[config.mk]
export PLATFORM = sky130hd
export DESIGN_NAME = kv_store_responder
export DESIGN_NICKNAME = d
export VERILOG_FILES = /design/src/rtl/ctrl_types_pkg.sv /design/src/rtl/kv_entry_array.sv /design/src/rtl/kv_store_responder.sv
export SDC_FILE = /design/constraint.sdc
export NUM_CORES = 1
export LEC_CHECK = 0
export CAP_MARGIN = 20
export CORE_ASPECT_RATIO = 1.75
export CORE_MARGIN = 2
export CORE_UTILIZATION = 40
export CTS_CLUSTER_DIAMETER = 200
export DETAILED_ROUTE_END_ITERATION = 10
export PLACE_DENSITY_LB_ADDON = 0.05
export SYNTH_ARGS = -nofsm -noshare
export SYNTH_HDL_FRONTEND = slang
export SYNTH_SLANG_ARGS = --single-unit
[constraint.sdc]
create_clock -name clk -period 8.65 [get_ports clk]
set_clock_uncertainty 0.15 [all_clocks]
set_input_delay 2.1625 -clock clk [delete_from_list [all_inputs] [get_ports clk]]
set_output_delay 2.1625 -clock clk [all_outputs]
set_load 0.05 [all_outputs]
[src/rtl/ctrl_types_pkg.sv]
// rtl/ctrl_types_pkg.sv - shared controller types for the key/value responder
//
// Purpose: operation command encoding, sub-command response struct and the
// responder FSM state type used by kv_store_responder.
// Ports: none (package).
package ctrl_types_pkg;

  // Encodings 3'b100..3'b111 are reserved and answered with an error.
  typedef enum logic [2:0] {
    OP_NOOP   = 3'b000,
    OP_READ   = 3'b001,
    OP_UPSERT = 3'b010,
    OP_DELETE = 3'b011
  } operation_e;

  typedef struct packed {
    logic done;
    logic error;
  } sub_cmd_t;

  typedef enum logic [1:0] {
    R_IDLE,
    R_SCAN,
    R_COMMIT,
    R_RESP
  } resp_state_e;

endpackage

[src/rtl/kv_entry_array.sv]
// rtl/kv_entry_array.sv - valid/key/value slot storage for the key/value store
//
// Purpose: holds NUM_ENTRIES slots. Only the valid bits are reset; key and
// value storage is left uninitialised since valid gates every use.
// Ports:
//   clk, rst_n          clock, asynchronous active-low reset (valid bits only)
//   i_rd_idx            combinational read port index
//   o_rd_valid/key/value  slot contents at i_rd_idx
//   i_wr_idx            write port index
//   i_wr_data           write i_wr_key/i_wr_value into the slot
//   i_set_valid         mark the slot valid
//   i_clr_valid         mark the slot invalid
module kv_entry_array #(
  parameter int NUM_ENTRIES = 8,
  parameter int KEY_WIDTH   = 16,
  parameter int VALUE_WIDTH = 32,
  parameter int IDX_W       = $clog2(NUM_ENTRIES)
) (
  input  logic                   clk,
  input  logic                   rst_n,
  input  logic [IDX_W-1:0]       i_rd_idx,
  output logic                   o_rd_valid,
  output logic [KEY_WIDTH-1:0]   o_rd_key,
  output logic [VALUE_WIDTH-1:0] o_rd_value,
  input  logic [IDX_W-1:0]       i_wr_idx,
  input  logic                   i_wr_data,
  input  logic [KEY_WIDTH-1:0]   i_wr_key,
  input  logic [VALUE_WIDTH-1:0] i_wr_value,
  input  logic                   i_set_valid,
  input  logic                   i_clr_valid
);

  logic [NUM_ENTRIES-1:0] r_valid;
  logic [KEY_WIDTH-1:0]   r_key   [NUM_ENTRIES];
  logic [VALUE_WIDTH-1:0] r_value [NUM_ENTRIES];

  always_ff @(posedge clk or negedge rst_n) begin
    if (!rst_n) begin
      r_valid <= '0;
    end else if (i_set_valid) begin
      r_valid[i_wr_idx] <= 1'b1;
    end else if (i_clr_valid) begin
      r_valid[i_wr_idx] <= 1'b0;
    end
  end

  always_ff @(posedge clk) begin
    if (i_wr_data) begin
      r_key[i_wr_idx]   <= i_wr_key;
      r_value[i_wr_idx] <= i_wr_value;
    end
  end

  assign o_rd_valid = r_valid[i_rd_idx];
  assign o_rd_key   = r_key[i_rd_idx];
  assign o_rd_value = r_value[i_rd_idx];

endmodule

[src/rtl/kv_store_responder.sv]
// rtl/kv_store_responder.sv - executes READ/UPSERT/DELETE/NOOP against a small key/value store
//
// Purpose: accepts one operation at a time, linearly scans the slots (one per
// cycle), commits the action and returns a one-cycle {done, error} response.
// Ports:
//   clk, rst_n      clock, asynchronous active-low reset
//   op_valid_i      command strobe, accepted only while idle
//   op_i/key_i/value_i  command, key and write data
//   busy_o          high whenever a command is in flight
//   result_o        {done, error}; done pulses for one cycle
//   value_o         read data, valid while result_o.done=1, held otherwise
//   count_o         number of valid entries
module kv_store_responder
  import ctrl_types_pkg::*;
#(
  parameter int NUM_ENTRIES = 8,
  parameter int KEY_WIDTH   = 16,
  parameter int VALUE_WIDTH = 32
) (
  input  logic                               clk,
  input  logic                               rst_n,
  input  logic                               op_valid_i,
  input  operation_e                         op_i,
  input  logic [KEY_WIDTH-1:0]               key_i,
  input  logic [VALUE_WIDTH-1:0]             value_i,
  output logic                               busy_o,
  output sub_cmd_t                           result_o,
  output logic [VALUE_WIDTH-1:0]             value_o,
  output logic [$clog2(NUM_ENTRIES+1)-1:0]   count_o
);

  localparam int IDX_W = $clog2(NUM_ENTRIES);
  localparam int CNT_W = $clog2(NUM_ENTRIES + 1);
  localparam logic [IDX_W-1:0] LAST_IDX = IDX_W'(NUM_ENTRIES - 1);

  resp_state_e            r_state;
  resp_state_e            w_state_nxt;
  operation_e             r_op;
  logic [KEY_WIDTH-1:0]   r_key;
  logic [VALUE_WIDTH-1:0] r_value;
  logic [IDX_W-1:0]       r_idx;
  logic [IDX_W-1:0]       r_free_idx;
  logic                   r_free_found;
  logic                   r_hit;
  logic                   r_error;
  logic [VALUE_WIDTH-1:0] r_value_o;
  logic [CNT_W-1:0]       r_count;

  logic                   w_rd_valid;
  logic [KEY_WIDTH-1:0]   w_rd_key;
  logic [VALUE_WIDTH-1:0] w_rd_value;
  logic                   w_hit;
  logic                   w_scan_op;
  logic [IDX_W-1:0]       w_wr_idx;
  logic                   w_wr_data;
  logic                   w_set_valid;
  logic                   w_clr_valid;
  logic                   w_commit_err;

  kv_entry_array #(
    .NUM_ENTRIES (NUM_ENTRIES),
    .KEY_WIDTH   (KEY_WIDTH),
    .VALUE_WIDTH (VALUE_WIDTH),
    .IDX_W       (IDX_W)
  ) u_array (
    .clk         (clk),
    .rst_n       (rst_n),
    .i_rd_idx    (r_idx),
    .o_rd_valid  (w_rd_valid),
    .o_rd_key    (w_rd_key),
    .o_rd_value  (w_rd_value),
    .i_wr_idx    (w_wr_idx),
    .i_wr_data   (w_wr_data),
    .i_wr_key    (r_key),
    .i_wr_value  (r_value),
    .i_set_valid (w_set_valid),
    .i_clr_valid (w_clr_valid)
  );

  assign w_hit     = w_rd_valid && (w_rd_key == r_key);
  assign w_scan_op = (op_i == OP_READ) || (op_i == OP_UPSERT) || (op_i == OP_DELETE);

  always_ff @(posedge clk or negedge rst_n) begin
    if (!rst_n) begin
      r_state <= R_IDLE;
    end else begin
      r_state <= w_state_nxt;
    end
  end

  // Next state plus the commit-time write controls for the slot array.
  always_comb begin
    w_state_nxt  = r_state;
    w_wr_idx     = r_idx;
    w_wr_data    = 1'b0;
    w_set_valid  = 1'b0;
    w_clr_valid  = 1'b0;
    w_commit_err = 1'b0;
    case (r_state)
      R_IDLE: begin
        if (op_valid_i) begin
          w_state_nxt = w_scan_op ? R_SCAN : R_RESP;
        end
      end
      R_SCAN: begin
        if (w_hit || (r_idx == LAST_IDX)) begin
          w_state_nxt = R_COMMIT;
        end
      end
      R_COMMIT: begin
        w_state_nxt = R_RESP;
        case (r_op)
          OP_READ: begin
            w_commit_err = !r_hit;
          end
          OP_UPSERT: begin
            if (r_hit) begin
              w_wr_data = 1'b1;
            end else if (r_free_found) begin
              w_wr_idx    = r_free_idx;
              w_wr_data   = 1'b1;
              w_set_valid = 1'b1;
            end else begin
              w_commit_err = 1'b1;
            end
          end
          OP_DELETE: begin
            if (r_hit) begin
              w_clr_valid = 1'b1;
            end else begin
              w_commit_err = 1'b1;
            end
          end
          default: begin
            w_commit_err = 1'b1;
          end
        endcase
      end
      R_RESP: begin
        w_state_nxt = R_IDLE;
      end
      default: begin
        w_state_nxt = R_IDLE;
      end
    endcase
  end

  always_ff @(posedge clk or negedge rst_n) begin
    if (!rst_n) begin
      r_op         <= OP_NOOP;
      r_key        <= '0;
      r_value      <= '0;
      r_idx        <= '0;
      r_free_idx   <= '0;
      r_free_found <= 1'b0;
      r_hit        <= 1'b0;
      r_error      <= 1'b0;
      r_value_o    <= '0;
      r_count      <= '0;
    end else begin
      case (r_state)
        R_IDLE: begin
          if (op_valid_i) begin
            r_op         <= op_i;
            r_key        <= key_i;
            r_value      <= value_i;
            r_idx        <= '0;
            r_free_idx   <= '0;
            r_free_found <= 1'b0;
            r_hit        <= 1'b0;
            // NOOP answers clean; reserved encodings answer with error.
            r_error      <= !(w_scan_op || (op_i == OP_NOOP));
          end
        end
        R_SCAN: begin
          if (w_hit) begin
            r_hit <= 1'b1;
          end else begin
            if (!w_rd_valid && !r_free_found) begin
              r_free_idx   <= r_idx;
              r_free_found <= 1'b1;
            end
            // Hold at the last slot; the FSM leaves R_SCAN there.
            if (r_idx != LAST_IDX) begin
              r_idx <= r_idx + IDX_W'(1);
            end
          end
        end
        R_COMMIT: begin
          r_error <= w_commit_err;
          if (r_op == OP_READ) begin
            r_value_o <= r_hit ? w_rd_value : '0;
          end
          if (w_set_valid) begin
            r_count <= r_count + CNT_W'(1);
          end else if (w_clr_valid) begin
            r_count <= r_count - CNT_W'(1);
          end
        end
        default: begin
        end
      endcase
    end
  end

  assign busy_o         = (r_state != R_IDLE);
  assign result_o.done  = (r_state == R_RESP);
  assign result_o.error = (r_state == R_RESP) && r_error;
  assign value_o        = r_value_o;
  assign count_o        = r_count;

endmodule

# After elaboration in Yosys (flattened, before gate mapping)
# Memories as Yosys holds them, arrays and structs flattened.
# Index checks and enable logic that the tools add are counted.
dict set report classes {
  addsub 3
  order_cmp 3
  eq_ne 18
  n_mux 48
  n_bitwise 3
  reduce_logical 26
}
# cell n
set ops {}
lappend ops {{32-bit 2-to-1 mux} 1}
lappend ops {{3-bit 2-to-1 mux} 9}
lappend ops {{1-bit 2-to-1 mux} 22}
lappend ops {{16-bit == test} 1}
lappend ops {{8-bit 2-to-1 mux} 2}
lappend ops {{3-bit by 2-bit == test with 1-bit output (second input constant)} 4}
lappend ops {{2-bit != test (second input constant)} 6}
lappend ops {{3-bit case mux with 2 select lines} 2}
lappend ops {{2-bit AND reduction} 5}
lappend ops {{8-bit bitwise AND} 1}
lappend ops {{3-bit by 4-bit < comparator with 1-bit output (second input constant)} 2}
lappend ops {{4-bit 2-to-1 mux} 2}
lappend ops {{8-bit inverter} 1}
lappend ops {{8-bit bitwise OR} 1}
lappend ops {{2-bit case mux with 4 select lines} 1}
lappend ops {{4-bit AND reduction} 2}
lappend ops {{2-bit nonzero test} 4}
lappend ops {{3-bit by 1-bit == test with 1-bit output (second input constant)} 2}
lappend ops {{2-bit 2-to-1 mux} 3}
lappend ops {{1-bit case mux with 2 select lines} 3}
lappend ops {{4-bit by 1-bit adder with 4-bit output (second input constant)} 1}
lappend ops {{2-bit == test (second input constant)} 2}
lappend ops {{1-bit logical AND} 4}
lappend ops {{1-bit logical NOT} 4}
lappend ops {{13 further kinds} 16}
dict set report word_totals {
  register_bits 106
  ram_bits 384
  inputBits 54
  out_inout_bits 39
  word_cells 115
  n_memories 2
}
# name depth word_bits read_ports rd_ports_with_merged_regs wr line_no
set memory_table {}
lappend memory_table {u_array.r_value 8 32 1 0 1 kv_entry_array.sv:35} ;# logic [VALUE_WIDTH-1:0] r_value [NUM_ENTRIES];
lappend memory_table {u_array.r_key 8 16 1 0 1 kv_entry_array.sv:34} ;# logic [KEY_WIDTH-1:0] r_key [NUM_ENTRIES];

# Longest topological paths before layout
dict set report logic_depth {
  ltp_word 12
  depth_mapped 11
  ltp_nobuf 10
}

# Modules after synthesis
# From an unflattened synthesis, not the netlist that was laid out.
dict set report unflattened {
  cells_unflattened 987
  hier_area_um2 19235.9
}
# module n_inst cells_each area_each_um2 seq_area_each_um2
set by_module_without_submodules {}
lappend by_module_without_submodules {kv_entry_array 1 604 14894.3 11731.3}
lappend by_module_without_submodules {kv_store_responder 1 383 4341.7 2452.4}

# Worst setup path before layout
# Ideal clock, no wire load.
dict set report synth_path {
  path_kind {reg2reg}
  from {register r_idx[0]}
  to {memory u_array.r_key[3][0] (enable)}
  setup_time_ns 0.454
  t_arrival_ns 3.831
  required_ns 8.046
  slack_ns 4.216
  stages_incl_launch_ff 8
  n_path_buf 4
  synth_period_minus_slack_ns 4.434
  path_cell_list {dfrtp_1 -> buf_6 -> buf_2 -> buf_2 -> buf_1 -> a21boi_0 -> nand2b_1 -> nor2_1}
}
dict set report synth_via {
  elab_chain_cells 4
}
# item line_no
set synth_rtl {}
lappend synth_rtl {{start, declared} kv_store_responder.sv:41} ;# logic [IDX_W-1:0] r_idx;
lappend synth_rtl {{start signal, assigned} kv_store_responder.sv:185} ;# r_idx <= r_idx + IDX_W'(1);
lappend synth_rtl {{3-bit 2-to-1 mux} kv_store_responder.sv:119} ;# end else if (r_free_found) begin
lappend synth_rtl {{3-bit 2-to-1 mux} kv_store_responder.sv:117} ;# if (r_hit) begin
lappend synth_rtl {{3-bit 2-to-1 mux} kv_store_responder.sv:112} ;# case (r_op)
lappend synth_rtl {{3-bit 2-to-1 mux (*)} kv_store_responder.sv:99} ;# case (r_state)
lappend synth_rtl {{end, declared} kv_entry_array.sv:34}
# Mark *: on every way between the ends. The rest lies on a longest branch, timed or not.

# Final worst setup path
dict set report layout_path {
  from {register r_state[1]}
  to {output busy_o}
}
dict set report layout_via {
  elab_chain_cells 1
}
# item line_no
set layout_rtl {}
lappend layout_rtl {{start, declared} kv_store_responder.sv:36} ;# resp_state_e r_state;
lappend layout_rtl {{start signal, assigned} kv_store_responder.sv:87} ;# r_state <= w_state_nxt;
lappend layout_rtl {{2-bit nonzero test} kv_store_responder.sv:206} ;# assign busy_o = (r_state != R_IDLE);
lappend layout_rtl {{end, declared} kv_store_responder.sv:26} ;# output logic busy_o,
# Every way passes these cells.

==> reports/qor.txt <==
Status: finished, final reports clean
Minimum clock period: 4660 ps
DP HPWL: 22400 um
Unrepaired setup endpoints after global routing: no
Starting Density: 40.5%
Pint: 0.00483 W
Synth top area cells: edfxtp_1 61%, dfrtp_1 14%, mux4_2 10%, mux2_2 3.1%, mux2i_1 2.9%
Max Cap Viol: 0
Largest net degree at the start of global routing: 57
Clock Pin Slew Worst Setup and Hold Paths: 70 ps
Worst setup endpoint: busy_o
Final antenna-violating net count: 0
Synth Instances: 957
Synth cell count leaders: 384 x edfxtp_1, 106 x dfrtp_1, 86 x mux4_2
Final Max Slew Viols: 0
Root buffer cell: clkbuf_16
CP arrival: 2340 ps
Detailed Route WL: 41000 um
Area growth, synth to finish: 16.4%
Switching Fraction: 28.9%
Pre-antenna DRT Iters: 6
Net Switching: 0.00196 W
Main synth FF type: edfxtp_1
CP startpoint kind: register
Clock buffers created by TritonCTS: 46
Die ar.: 49300 sq um
Worst R2R Start: r_state[0]
R2r setup slk: 4220 ps
Resize count post-CTS: 0
Flop pwr share: 49.6%
Comb pwr share: 21.1%
Top Ports: 93
Final Core Density: 47.1%
Worst-path maximum fanout: 6
Global Route Usage Sum: 17.1%
Die Span X: 169 um
Mapped Area: 19000 sq um
Syn avg cell area: 19.8 sq um
Starting DRT DRC Count: 575
First-pass GRT wire length: 62800 um
Longest Clk Path Bufs: 3
CP max-delay cell: clkdlybuf4s50_1
Final Hold Fails: 0
Fmax: 215 MHz
# diodes: 0
CP bufs+invs: 3
Post-CTS Setup Repair Bufs: 0
Reg2Reg Depth: 10
Count leader, synth: edfxtp_1
Top cell type by total area after synthesis: edfxtp_1
Setup TNS: 0 ps
Global route overflow: 0
CP startpoint: r_state[1]
Period utilisation layout: 53.8%
Design Power: 0.00680 W
Max VDD drop: 0.215 mV
Yosys warning count: 0
Crit. End Element: primary output
Post-synth cell types: 48
Crit Path Category: register to primary output
# nets final: 1135
Cell Chain, Critical Path: inv_1, ha_1, inv_1, clkdlybuf4s50_1
Seq cells post-synth: 490
Row count: 105
Routability Congestion: 0.758
Clock Sinks: 490
WP data required: 6340 ps
Die Ht: 292 um
Kind of cell adding the most delay to the critical path: buffers and inverters
Worst hold path class: register to register
Area used by multi-input combinational logic: 4620 sq um
Number of flops mapped to enable cells by yosys: 384
PD cells: 308 nW/um^2
# hold bufs at CTS: 0
DR vias: 9115
Sequential area share after synthesis: 74.7%
Vias per cell: 5.37
WL/cell: 24.2 um
CTS tree: yes
Initial antenna violation count: 0
Later-pin clock latency in the skew report: 560 ps
Number of remaining DRC errors: 0
Leakage: 7.61 nW
Clock power share: 29.3%
R2R Path End: u_array.r_value[3][15]
CP Depth: 4
Async S/R FF share, synth: 21.6%
Measured slew at the worst slew-check pin: 940 ps
Buffers on Ports: 92
Post-synth top area share: 60.7%
Final Setup Violations: 0
Rel. slew slack: 37.3%
CP peak stage delay: 840 ps
Core Area: 46900 sq um
Layout cell share with drive strength beyond 1: 21.6%
H-tree depth: 2
CP dominant cell by count: inv_1
Syn Nets: 1020
Vias in the first global route: 10000
FF+latch area: 14200 sq um
Layout fillers: 3981
==> layout make-up <==
| class | count | share of cell area, % |
|---|---|---|
| Clock buffer | 69 | 5.92 |
| Inverter | 7 | 0.125 |
| Tap cell | 588 | 3.33 |
| Multi-Input combinational cell | 417 | 20.9 |
| Timing Repair Buffer | 110 | 4.77 |
| Clock inverter | 16 | 0.725 |
| Sequential cell | 490 | 64.2 |
==> layer usage <==
layer / global-route usage (%) / share of wire, % / vias to the layer above / routed length (um)
met3: 2.16 / 2.8 / 51 / 1140
met2: 31.4 / 54 / 146 / 22300
met5: 0 / 0 / - / 0
li1: - / - / 4056 / -
met1: 21.3 / 41 / 4862 / 16800
met4: 4.50 / 2.0 / 0 / 815
==> state kept, by name (all words and copies together) (netlist names), named ones only <==
register / cells
u_array.r_value: 256
u_array.r_key: 128
r_value: 32
value_o: 32
r_key: 16
count_o: 4
r_free_idx: 3
r_idx: 3
r_op: 3
r_state: 2
r_error: 1
r_free_found: 1
r_hit: 1
==> worst register-to-register path, stage by stage, from the launching register on <==
cell and delay, ps:
dfrtp_1 410, inv_1 110, ha_1 220, nor4bb_1 330, nand3b_1 490, inv_1 280
nand2_1 150, a21boi_0 200, nand2b_1 390, nor2_4 680, buf_4 630
==> per-stage QoR <==
step / hold slack, ps / instance area (sq um) / instances / setup slack (ps)
global route: 336 / 22100 / 1697 / 3840
global placement: 308 / 20600 / 1612 / 4090
finish: 319 / 22100 / 1697 / 3990
floorplan: 286 / 19000 / 957 / 4220
CTS: 325 / 22100 / 1697 / 3950
detailed placement: 306 / 20600 / 1612 / 4040
==> logic make-up (layout without fill, tap and decap cells) <==
| group | after synthesis | after routing | synth area share [%] |
|---|---|---|---|
| DFF | 490 | 490 | 74.7 |
| muxes | 202 | 202 | 17.4 |
| and+or+nand+nor | 98 | 98 | 2.51 |
| AOI/OAI and AO/OA | 91 | 91 | 2.72 |
| buffers and inverters | 50 | 202 | 1.27 |
| xor gates and xnor gates | 17 | 17 | 0.784 |
| adders and majority gates | 9 | 9 | 0.633 |
==> how the worst min path moves through the flow <==
stage | start | end | depth (start not counted)
after global routing | count_o[3] | count_o[3] | 1
after CTS | count_o[3] | count_o[3] | 1
after detailed placement | count_o[3] | count_o[3] | 1
final | count_o[3] | count_o[3] | 1
after floorplan | r_error | r_error | 2
after global placement | count_o[3] | count_o[3] | 1
==> power by group through the flow <==
stage	logic [W]	registers (W)	clock network, W
detailed placement	0.00147	0.00343	0
finish	0.00143	0.00337	0.00199
floorplan	0.00112	0.00327	0
global route	0.00156	0.00343	0.00215
CTS	0.00148	0.00338	0.00206
global placement	0.00147	0.00342	0
==> cells in the final DEF, fill, tap and decap left out, types with 11 or more instances in the layout <==
cell and count:
edfxtp_1 384, dfrtp_1 103, clkdlybuf4s50_1 91, mux4_2 86, mux2i_1 55, o21ai_0 53, mux2_2 52, clkbuf_16 47
nand2_1 44, buf_4 19, clkbuf_1 17, nor2_1 13, xor2_1 12, a21oi_1 11
(Power assumes the default switching activity.)
